## src/rtl/br_dump.sv

```systemverilog
// -----------------------------------------------------------------------------
// br_dump -- sequential read-out engine for the 32x32 register file (br).
//
// On start it walks a window of register addresses through one br read port
// and streams each word out on a valid/ready interface, tagged with the
// source address and a last-beat flag.
//
// Ports
//   clk         rising-edge clock
//   rst_n       asynchronous active-low reset
//   start       request a dump (sampled only while idle)
//   start_addr  first register to read
//   count       number of registers to read, 0..2**ADDR_W
//   abort       synchronous cancel of a dump in progress
//   rr_addr     br read-port address (registered)
//   rd_data     br read data for rr_addr (combinational, same cycle)
//   out_valid   out_data/out_addr/out_last hold a beat
//   out_ready   sink accepts the beat when out_valid && out_ready at an edge
//   out_data    captured register word
//   out_addr    address the word came from
//   out_last    beat is the final beat of the dump
//   busy        high whenever the engine is not idle
//   done        one-cycle pulse when a dump completes normally
// -----------------------------------------------------------------------------
module br_dump #(
  parameter int DATA_W = 32,
  parameter int ADDR_W = 5
) (
  input  logic              clk,
  input  logic              rst_n,
  input  logic              start,
  input  logic [ADDR_W-1:0] start_addr,
  input  logic [ADDR_W:0]   count,
  input  logic              abort,
  output logic [ADDR_W-1:0] rr_addr,
  input  logic [DATA_W-1:0] rd_data,
  output logic              out_valid,
  input  logic              out_ready,
  output logic [DATA_W-1:0] out_data,
  output logic [ADDR_W-1:0] out_addr,
  output logic              out_last,
  output logic              busy,
  output logic              done
);

  typedef enum logic [1:0] {
    ST_IDLE  = 2'd0,
    ST_FETCH = 2'd1,
    ST_SEND  = 2'd2,
    ST_DONE  = 2'd3
  } state_t;

  localparam logic [ADDR_W:0]   REM_ZERO  = {(ADDR_W+1){1'b0}};
  localparam logic [ADDR_W:0]   REM_ONE   = {{ADDR_W{1'b0}}, 1'b1};
  localparam logic [ADDR_W-1:0] ADDR_ZERO = {ADDR_W{1'b0}};
  localparam logic [DATA_W-1:0] DATA_ZERO = {DATA_W{1'b0}};

  // Next register address; the natural ADDR_W-bit overflow gives the
  // wrap from the top entry back to entry 0.
  function automatic logic [ADDR_W-1:0] addr_inc(input logic [ADDR_W-1:0] a);
    addr_inc = a + {{(ADDR_W-1){1'b0}}, 1'b1};
  endfunction

  state_t              state_r,     state_nxt_s;
  logic [ADDR_W-1:0]   cur_r,       cur_nxt_s;
  logic [ADDR_W:0]     rem_r,       rem_nxt_s;
  logic [ADDR_W-1:0]   rr_addr_r,   rr_addr_nxt_s;
  logic [DATA_W-1:0]   out_data_r,  out_data_nxt_s;
  logic [ADDR_W-1:0]   out_addr_r,  out_addr_nxt_s;
  logic                out_valid_r, out_valid_nxt_s;
  logic                out_last_r,  out_last_nxt_s;
  logic                busy_r,      busy_nxt_s;
  logic                done_r,      done_nxt_s;

  logic                handshake_s;
  logic                last_beat_s;
  logic                start_ok_s;

  assign handshake_s = out_valid_r && out_ready;
  assign last_beat_s = (rem_r == REM_ONE);
  assign start_ok_s  = (count != REM_ZERO);

  // State register.
  always_ff @(posedge clk or negedge rst_n) begin
    if (!rst_n) begin
      state_r <= ST_IDLE;
    end else begin
      state_r <= state_nxt_s;
    end
  end

  // Next-state decode; abort outranks every other event once a dump is live.
  always_comb begin
    state_nxt_s = state_r;
    case (state_r)
      ST_IDLE: begin
        if (start) begin
          state_nxt_s = start_ok_s ? ST_FETCH : ST_DONE;
        end else begin
          state_nxt_s = ST_IDLE;
        end
      end
      ST_FETCH: begin
        if (abort) begin
          state_nxt_s = ST_IDLE;
        end else begin
          state_nxt_s = ST_SEND;
        end
      end
      ST_SEND: begin
        if (abort) begin
          state_nxt_s = ST_IDLE;
        end else if (handshake_s) begin
          state_nxt_s = last_beat_s ? ST_DONE : ST_FETCH;
        end else begin
          state_nxt_s = ST_SEND;
        end
      end
      ST_DONE: begin
        state_nxt_s = ST_IDLE;
      end
      default: begin
        state_nxt_s = ST_IDLE;
      end
    endcase
  end

  // Next values of the datapath and of every registered output.
  always_comb begin
    cur_nxt_s       = cur_r;
    rem_nxt_s       = rem_r;
    rr_addr_nxt_s   = rr_addr_r;
    out_data_nxt_s  = out_data_r;
    out_addr_nxt_s  = out_addr_r;
    out_valid_nxt_s = out_valid_r;
    out_last_nxt_s  = out_last_r;
    case (state_r)
      ST_IDLE: begin
        if (start && start_ok_s) begin
          cur_nxt_s     = start_addr;
          rem_nxt_s     = count;
          rr_addr_nxt_s = start_addr;
        end else begin
          cur_nxt_s     = cur_r;
          rem_nxt_s     = rem_r;
        end
        out_valid_nxt_s = 1'b0;
        out_last_nxt_s  = 1'b0;
      end
      ST_FETCH: begin
        if (abort) begin
          out_valid_nxt_s = 1'b0;
          out_last_nxt_s  = 1'b0;
        end else begin
          // rr_addr has been stable for this whole cycle, so rd_data is
          // the word at cur; freezing it here makes the beat immune to
          // later register-file writes.
          out_data_nxt_s  = rd_data;
          out_addr_nxt_s  = cur_r;
          out_last_nxt_s  = last_beat_s;
          out_valid_nxt_s = 1'b1;
        end
      end
      ST_SEND: begin
        if (abort) begin
          out_valid_nxt_s = 1'b0;
          out_last_nxt_s  = 1'b0;
        end else if (handshake_s) begin
          out_valid_nxt_s = 1'b0;
          out_last_nxt_s  = 1'b0;
          if (last_beat_s) begin
            rem_nxt_s = REM_ZERO;
          end else begin
            cur_nxt_s     = addr_inc(cur_r);
            rem_nxt_s     = rem_r - REM_ONE;
            rr_addr_nxt_s = addr_inc(cur_r);
          end
        end else begin
          out_valid_nxt_s = out_valid_r;
          out_last_nxt_s  = out_last_r;
        end
      end
      ST_DONE: begin
        out_valid_nxt_s = 1'b0;
        out_last_nxt_s  = 1'b0;
      end
      default: begin
        out_valid_nxt_s = 1'b0;
        out_last_nxt_s  = 1'b0;
      end
    endcase
    // busy/done are registered copies of where the FSM is heading, so
    // they line up exactly with the state they describe.
    busy_nxt_s = (state_nxt_s != ST_IDLE);
    done_nxt_s = (state_nxt_s == ST_DONE);
  end

  // Datapath and output registers.
  always_ff @(posedge clk or negedge rst_n) begin
    if (!rst_n) begin
      cur_r       <= ADDR_ZERO;
      rem_r       <= REM_ZERO;
      rr_addr_r   <= ADDR_ZERO;
      out_data_r  <= DATA_ZERO;
      out_addr_r  <= ADDR_ZERO;
      out_valid_r <= 1'b0;
      out_last_r  <= 1'b0;
      busy_r      <= 1'b0;
      done_r      <= 1'b0;
    end else begin
      cur_r       <= cur_nxt_s;
      rem_r       <= rem_nxt_s;
      rr_addr_r   <= rr_addr_nxt_s;
      out_data_r  <= out_data_nxt_s;
      out_addr_r  <= out_addr_nxt_s;
      out_valid_r <= out_valid_nxt_s;
      out_last_r  <= out_last_nxt_s;
      busy_r      <= busy_nxt_s;
      done_r      <= done_nxt_s;
    end
  end

  assign rr_addr   = rr_addr_r;
  assign out_data  = out_data_r;
  assign out_addr  = out_addr_r;
  assign out_valid = out_valid_r;
  assign out_last  = out_last_r;
  assign busy      = busy_r;
  assign done      = done_r;

endmodule
```

## config.mk

```make
export PLATFORM = sky130hd
export DESIGN_NAME = br_dump
export DESIGN_NICKNAME = d
export VERILOG_FILES = /design/src/rtl/br_dump.sv
export SDC_FILE = /design/constraint.sdc
export NUM_CORES = 1
export LEC_CHECK = 0
export ABC_CLOCK_PERIOD_IN_PS = 1800
export CORE_ASPECT_RATIO = 1.25
export CORE_MARGIN = 10
export CORE_UTILIZATION = 44
export CTS_CLUSTER_DIAMETER = 40
export CTS_CLUSTER_SIZE = 8
export DETAILED_ROUTE_END_ITERATION = 12
export PLACE_DENSITY_LB_ADDON = 0.12
export SKIP_LAST_GASP = 1
export SLEW_MARGIN = 20
export SYNTH_ARGS = -nofsm -noshare
export SYNTH_HDL_FRONTEND = slang
export SYNTH_SLANG_ARGS = --single-unit
```

## constraint.sdc

```tcl
create_clock -name clk -period 1.8 [get_ports clk]
set_input_delay 0.18 -clock clk [delete_from_list [all_inputs] [get_ports clk]]
set_output_delay 0.18 -clock clk [all_outputs]
set_load 0.01 [all_outputs]
```

# Word-level counts from Yosys, hierarchy flattened
# Cells that the tools add are included.
[totals]
ff_bits = 54
input_bits = 48
out_inout_bits = 46
[classes]
add_sub_neg = 2
n_eq_ne = 10
muxes = 23
bitwise_logic = 1
reduce_logical = 10
[ops]
columns = ["operator", "n"]
rows = [
  ["2-to-1 mux 6 bit", 4],
  ["2-to-1 mux 5 bit", 4],
  ["2-to-1 mux 2 bit", 6],
  ["case mux 6 bit (2 select lines)", 1],
  ["case mux 5 bit (2 select lines)", 1],
  ["!= test 2 bit (second input constant)", 4],
  ["case mux 2 bit (4 select lines)", 1],
  ["equality test 2 bit (second input constant)", 3],
  ["equality test 6 x 1 -> 1 bit (second input constant)", 1],
  ["case mux 1 bit (3 select lines)", 2],
  ["nonzero test 6 bit", 1],
  ["subtractor 6 x 1 -> 6 bit (second input constant)", 1],
  ["adder 5 x 1 -> 5 bit (second input constant)", 1],
  ["AND reduction 5 bit", 1],
  ["2-to-1 mux 1 bit", 4],
  ["AND reduction 4 bit", 1],
  ["nonzero test 2 bit", 2],
  ["!= test 3 bit (second input constant)", 1],
  ["equality test 2 x 1 -> 1 bit (second input constant)", 1],
  ["logical AND 1 bit", 2],
  ["zero test 2 bit", 1],
  ["AND reduction 2 bit", 1],
  ["OR reduction 2 bit", 1],
  ["inverter 1 bit", 1],
]

# Longest topological paths before layout
# Gate-level depths: netlist of run 1.
[depth]
depth_word = 6
ltp_mapped = 6
depth_no_buf = 6

# Worst setup path before layout of run 1
# OpenSTA, ideal clock, no wires.
[synth_timing]
path_type = "reg-to-reg"
startpoint = "reg rem_r[1]"
endpoint = "reg out_last_r (netlist: out_last)"
setup_time_ns = 0.078
arrival_ns = 1.524
t_required_ns = 1.722
setup_slack_ns = 0.198
stages_incl_launch_ff = 6
path_buffers = 0
synth_period_minus_slack_ns = 1.602
cell_sequence = "dfrtp_1 inv_1 ha_1 or4b_4 or3_1 a21oi_1"
[synth_via]
elab_chain_cells = 3
[synth_lines]
columns = ["item", "line", "source"]
rows = [
  ["from (decl)", "66", "logic [ADDR_W:0] rem_r, rem_nxt_s;"],
  ["from (signal assigned)", "212", "rem_r <= rem_nxt_s;"],
  ["equality test 6 x 1 -> 1 bit", "80", "assign last_beat_s = (rem_r == REM_ONE);"],
  ["2-to-1 mux 1 bit", "151", "if (abort) begin"],
  ["case mux 1 bit (3 select lines)", "137", "case (state_r)"],
  ["to (signal assigned)", "217", "out_last_r <= out_last_nxt_s;"],
  ["to (decl)", "71", "logic out_last_r, out_last_nxt_s;"],
]
# No other way between the ends.
# A chain may end at the register's enable or synchronous reset.

# Final worst setup path of run 1
[layout_timing]
startpoint = "reg rem_r[1]"
endpoint = "reg rr_addr_r[3] (netlist: rr_addr[3])"
[layout_via]
elab_chain_cells = 3
[layout_lines]
columns = ["item", "line", "source"]
rows = [
  ["equality test 6 x 1 -> 1 bit", "80", ""],
  ["!= test 2 bit (no source line)", "n/a", ""],
  ["AND reduction 5 bit (no source line)", "n/a", ""],
  ["to (signal assigned)", "213", "rr_addr_r <= rr_addr_nxt_s;"],
  ["to (decl)", "67", "logic [ADDR_W-1:0] rr_addr_r, rr_addr_nxt_s;"],
]
# No other way between the ends.

==> results of run 1 <==
## synth_stat cells (4+ instances only)
cell	instances	area share (%)
inv_1	5	0.74
nand2_1	15	2.2
nand2b_1	5	1.2
o22ai_1	4	0.98
mux2_2	34	15
a21oi_1	11	2.2
buf_6	4	1.8
dfrtp_1	54	53
nor2_1	9	1.3
o21ai_0	5	0.98
## worst paths after layout
path,start,end,slack (ns),cells past startpoint
min reg2reg,out_data[3]$_DFFE_PN0P_,out_data[3]$_DFFE_PN0P_,0.49,1
min in group clk,rd_data[8],out_data[8]$_DFFE_PN0P_,0.48,2
max,rem_r[1]$_DFFE_PN0P_,rr_addr[3]$_DFFE_PN0P_,0.03,6
max in group asynchronous,rst_n,rem_r[0]$_DFFE_PN0P_,0.79,3
max reg2reg,rem_r[1]$_DFFE_PN0P_,rr_addr[3]$_DFFE_PN0P_,0.03,6
min,rst_n,out_data[21]$_DFFE_PN0P_,0.44,2
## flip-flops by register name, indices dropped and copies added (netlist names)
name	flops
busy	1
out_addr	5
rem_r	6
out_last	1
state_r	2
out_valid	1
out_data	32
rr_addr	5
done	1
## cells by family after synthesis
logic type,Yosys count
DFF,54
adders and majority gates,3
buffers and inverters,16
and+or+nand+nor,51
muxes,39
AOI/OAI and AO/OA,47
## per-layer routing
layer  GRT usage, %  vias to the layer above  part of all wire, %  wire, µm
met1           17.3                     1043                   36      2640
met2           28.1                       83                   54      3950
li1               -                      995                    -         -
met3           4.12                        8                  8.5       621
met5              0                        -                    0         0
met4           3.93                        0                  1.3        97
## power groups by stage
stage / combinational [µW] / sequential (µW) / clock [µW]
3_5_place_dp: 2310 / 2070 / 0
2_1_floorplan: 830 / 2210 / 0
3_3_place_gp: 2260 / 2030 / 0
4_1_cts: 2320 / 2050 / 825
5_1_grt: 2460 / 2110 / 880
6_report: 2290 / 2050 / 800
## metrics by stage
stage               std cells  setup WS (ns)  util (%)  cell area [µm²]  power [µW]
global placement          376        0.00830      66.2             3650        4290
floorplan                 210          0.198         -             2550        3040
detailed placement        376        -0.0230      66.2             3650        4370
finish                    385         0.0273      68.8             3800        5140
global route              385        -0.0193      68.8             3800        5450
CTS                       385        -0.0148      68.4             3780        5190
## layout make-up
cell class	count	area [µm²]
Clock buffer	7	76.3
Clock inverter	1	30.0
Fill cell	456	1720
Inverter	6	22.5
Multi-Input combinational cell	140	1130
Sequential cell	54	1350
Tap cell	64	80.1
Timing Repair Buffer	113	1100
## critical path, stage by stage (launching register included)
cell and delay [ns]:
dfrtp_1 0.40, inv_2 0.08, ha_4 0.13, or4b_4 0.49
nor2_4 0.20, o22ai_2 0.09, a221oi_2 0.27
## timing repair
item | in CTS | in global routing
hold buffers | 1 | 0
pin swaps | 0 | 3
setup endpoints to repair | 2 | 5
endpoints found under the hold margin | 27 | 0
resized for setup | 2 | 5
==> results.tsv, run 1 <==
stage	metric	value	unit
outcome	status	completed	
yosys	syn-cell-area	2550	µm²
yosys	ys_ff_latch	54	
clocking	h-tree-depth	2	
yosys	async_reset_ff_share	100	%
timing	setup_tns	0	ns
die	start_util	46.2	%
timing	worst_hold_slack	0.440	ns
route	first_iter_violations	50	
yosys	synth_cells	210	
clocking	cts_tree	built	
yosys	synth-main-ff-cell	dfrtp_1	
clocking	clk_path_buf_depth	2	
yosys	ys_warn_count	0	
setup_path	cp-end-kind	flip-flop	
yosys	syn-num-nets	261	
route	drc_errors	0	
power	p_clk_share	15.6	%
timing	setup_viol	0	
yosys	avgSynthCellArea	12.1	µm²
route	wire_per_inst	19.0	µm
die	ioPinCount	94	
timing	clock.fmax	0.564	GHz
timing	worst_pin_slew	0.677	ns
timing	relSlewSlack	54.9	%
yosys	synthXorXnorAreaFrac	0	%
yosys	synth_edf_count	0	
timing	hold_viol_final	0	
clocking	path_clk_slew	0.10	ns
layout	drive_above_1_share	22.1	%
global_routing	grt_max_degree	38	
power	pwr_density_cell	1350	nW/µm²
layout	layout_commonest_cell	clkdlybuf4s50_1	
timing	grt_setup_unrepaired	yes	
yosys	synth_top_family_by_area	multiplexers	
power	internal_power	3480	µW
die	die-area	9260	µm²
min_path	hold_class	primary input to async pin	
setup_path	crit_fanout	4	
route	wl	7.32	mm
die	die_w	88.1	µm
power	switchingPower	1660	µW
placement	gp_congestion	0.953	
clocking	cts_setup_buffers	0	
layout	diodes	0	
yosys	yosysSeqAreaShare	53.0	%
setup_path	cp.arrival	1.98	ns
clocking	cts_buffers	5	
global_routing	antenna_found_initial	0	
route	dr.pass1.iters	4	
die	core	5520	µm²
power	p_sw_share	32.3	%
yosys	synthSimpleGateAreaFrac	11.6	%
die	die_h	105	µm
power	p_comb_share	44.5	%
yosys	synth_compound_area_share	13.2	%
setup_path	start_kind	flip-flop	
clocking	clockRootBuffer	clkbuf_8	
clocking	cts.sinks	54	
placement	place_hpwl	5.74	mm
clocking	clock_latency	0.30	ns
layout	nNetsFinal	371	
setup_path	critical_path_class	flip-flop to flip-flop	
route	routed_via_density	5.53	
timing	fin_skew	0.00837	ns
timing	slew_violations	0	
timing	fin_crit_sh	98.5	%
global_routing	grt_usage	15.6	%
power	peakVddDrop	0.557	mV
timing	min_period	1.77	ns
global_routing	grt_pass1_wl	11.6	mm
job	drv_cap	0	
power	power_leakage	0.00154	µW
global_routing	gr-total-overflow	0	
yosys	synth_mux_area_share	17.1	%
die	rows	30	
layout	syn_to_final_growth	48.8	%
placement	portBuffers	93	
power	power_frac_seq	39.9	%
global_routing	grt_pass1_vias	2228	
route	postRouteAntennaNets	0	
setup_path	required	2.01	ns
yosys	synthAdderAreaFrac	1.47	%
route	num_vias	2129	
layout	final_cell_mix	clkdlybuf4s50_1 (92), dfrtp_1 (53), mux2_2 (34)	
yosys	synth_cell_types	51	
No activity file was read; power rests on OpenSTA's default activity.
==> run 2: changes to the inputs <==
--- a/config.mk
+++ b/config.mk
@@ -6,9 +6,10 @@
 export NUM_CORES = 1
 export LEC_CHECK = 0
 export ABC_CLOCK_PERIOD_IN_PS = 1800
-export CORE_ASPECT_RATIO = 1.25
+export CELL_PAD_IN_SITES_DETAIL_PLACEMENT = 1
+export CELL_PAD_IN_SITES_GLOBAL_PLACEMENT = 1
 export CORE_MARGIN = 10
-export CORE_UTILIZATION = 44
+export CORE_UTILIZATION = 34
 export CTS_CLUSTER_DIAMETER = 40
 export CTS_CLUSTER_SIZE = 8
 export DETAILED_ROUTE_END_ITERATION = 12
==> run 2 against run 1 <==
Net effect: cell area rose by 2.0%; core utilization decreased by 16 points; register-to-register slack gained 0.02 ns; critical path depth unchanged; fmax increased by 1.4%; global-route usage down 1.7 points; via count grew 2.3%; worst setup slack gained 0.024 ns; sequential power hardly changed; clock power is 6.9% lower; largest cell class unchanged; largest power group unchanged.
==> results.tsv, run 2 (synthesis results as in run 1) <==
stage	metric	value	unit
outcome	status	completed	
route	num_vias	2178	
placement	dp_cells	415	
route	postRouteAntennaNets	0	
clocking	cts_tree	built	
placement	gp_congestion	0.824	
route	dr.pass1.iters	4	
setup_path	start_kind	flip-flop	
die	rows	31	
layout	nNetsFinal	376	
global_routing	gr-total-overflow	0	
die	die_w	107	µm
clocking	clock_latency	0.31	ns
power	power_leakage	0.00156	µW
timing	hold_viol_final	0	
setup_path	critical_path_class	flip-flop to flip-flop	
die	ioPinCount	94	
layout	layout_commonest_cell	clkdlybuf4s50_1	
global_routing	grt_max_degree	55	
setup_path	cp-end-kind	flip-flop	
min_path	hold_class	primary input to async pin	
setup_path	rr_endpoint	rr_addr[0]$_DFFE_PN0P_	
job	drv_cap	0	
route	wire_per_inst	18.9	µm
die	start_util	35.0	%
clocking	clk_path_buf_depth	2	
power	p_total	5140	µW
global_routing	grt_pass1_wl	12.7	mm
timing	fin_skew	0.0119	ns
timing	relSlewSlack	68.7	%
timing	fin_crit_sh	97.2	%
timing	worst_pin_slew	0.469	ns
setup_path	crit_fanout	4	
setup_path	r2r_setup_slack	0.05	ns
timing	setup_viol	0	
clocking	h-tree-depth	2	
global_routing	antenna_found_initial	0	
placement	place_area	3730	µm²
layout	diodes	0	
power	pwr_density_cell	1330	nW/µm²
die	core	7290	µm²
clocking	clockRootBuffer	clkbuf_8	
die	die_h	107	µm
clocking	path_clk_slew	0.11	ns
route	wl	8.05	mm
clocking	cts_buffers	5	
layout	stdcell_count	425	
timing	setup_tns	0	ns
route	routed_via_density	5.12	
timing	grt_setup_unrepaired	no	
global_routing	grt_usage	13.8	%
placement	place_hpwl	6.31	mm
clocking	cts.sinks	54	
die	die-area	11400	µm²
layout	final_cell_area	3870	µm²
timing	clock.fmax	0.572	GHz
layout	final_cell_mix	clkdlybuf4s50_1 (92), dfrtp_1 (54), mux2_2 (34)	
route	first_iter_violations	85	
setup_path	r2r_cells	6	
setup_path	reg2reg_from	rem_r[0]$_DFFE_PN0P_	
timing	slew_violations	0	
route	drc_errors	0	
layout	drive_above_1_share	23.9	%
layout	syn_to_final_growth	51.8	%
power	peakVddDrop	0.436	mV
layout	fill_cells	817	
global_routing	grt_pass1_vias	2330	
setup_path	cp.arrival	1.97	ns
timing	min_period	1.75	ns
layout	largest_reg_flops	32	
setup_path	required	2.02	ns
placement	portBuffers	93	
run 2: changes by cell type in the layout (fill, tap and decap cells not counted), sizes merged:
cell      before  now
clkinvlp       0    1
bufinv         1    0
buf           20   25
inv            6    7
clkbuf         7    6
run 2: stage by stage:
stage / setup slack (ns) / hold slack, ns / utilization, %
6_report: 0.0510 / 0.405 / 53.1
5_1_grt: 0.00465 / 0.422 / 53.1
4_1_cts: 0.00368 / 0.417 / 52.7
3_5_place_dp: -0.0384 / 0.214 / 51.1
3_3_place_gp: -0.00259 / 0.206 / 51.1
2_1_floorplan: 0.198 / -0.116 / -
run 2: routing by layer:
metal / global-route usage [%] / routed length (µm) / share of wire, %
met1: 17.1 / 3580 / 44
met2: 23.9 / 3990 / 50
met3: 3.17 / 376 / 4.7
met4: 3.29 / 102 / 1.3
met5: 0 / 0 / 0
run 2: power breakdown:
group	switching [µW]	internal [µW]
registers	365	1690
clock network	427	318
logic	951	1390
total	1740	3400
run 2: worst max-delay path by stage:
| stage | start | to | slack [ns] | cells past startpoint |
|---|---|---|---|---|
| after global placement | count[4] | rem_r[2]$_DFFE_PN0P_ | -0.003 | 7 |
| after detailed placement | rem_r[1]$_DFFE_PN0P_ | rr_addr[2]$_DFFE_PN0P_ | -0.04 | 6 |
| final | rem_r[0]$_DFFE_PN0P_ | rr_addr[0]$_DFFE_PN0P_ | 0.05 | 6 |
| after CTS | rem_r[1]$_DFFE_PN0P_ | out_last$_DFFE_PN0P_ | 0.004 | 5 |
| after floorplan | rem_r[1]$_DFFE_PN0P_ | out_last$_DFFE_PN0P_ | 0.20 | 5 |
| after global routing | rem_r[0]$_DFFE_PN0P_ | rr_addr[3]$_DFFE_PN0P_ | 0.005 | 5 |
run 2: layout make-up:
cell class | instances | area, µm² | share of cell area [%]
multi-input combinational | 140 | 1130 | 29.3
timing repair buffer | 118 | 1140 | 29.5
clock buffer | 6 | 82.6 | 2.13
clock inverter | 2 | 16.3 | 0.420
tap | 99 | 124 | 3.20
inverter | 6 | 22.5 | 0.582
sequential | 54 | 1350 | 34.9
run 2: critical path, cell delays in order, from the launching register on:
cell and delay (ns):
dfrtp_1 0.45, ha_4 0.17, or4b_4 0.49, nor2_4 0.18
buf_4 0.13, o41ai_1 0.05, a22o_1 0.18
run 2: repair_timing:
action / 4_1_cts / 5_1_grt
hold buffers: 1 / 0
gates resized for setup: 2 / 5
hold endpoints to repair: 54 / 0
setup endpoints to repair: 2 / 3
buffers inserted: 0 / 1
pin swaps: 0 / 2
==> run 3: changes to the inputs <==
--- a/config.mk
+++ b/config.mk
@@ -11,7 +11,7 @@
 export CORE_MARGIN = 10
 export CORE_UTILIZATION = 34
 export CTS_CLUSTER_DIAMETER = 40
-export CTS_CLUSTER_SIZE = 8
+export CTS_CLUSTER_SIZE = 24
 export DETAILED_ROUTE_END_ITERATION = 12
 export PLACE_DENSITY_LB_ADDON = 0.12
 export SKIP_LAST_GASP = 1
==> results of run 3 <==
No change in the layout: final DEF, timing and power equal those of run 2.
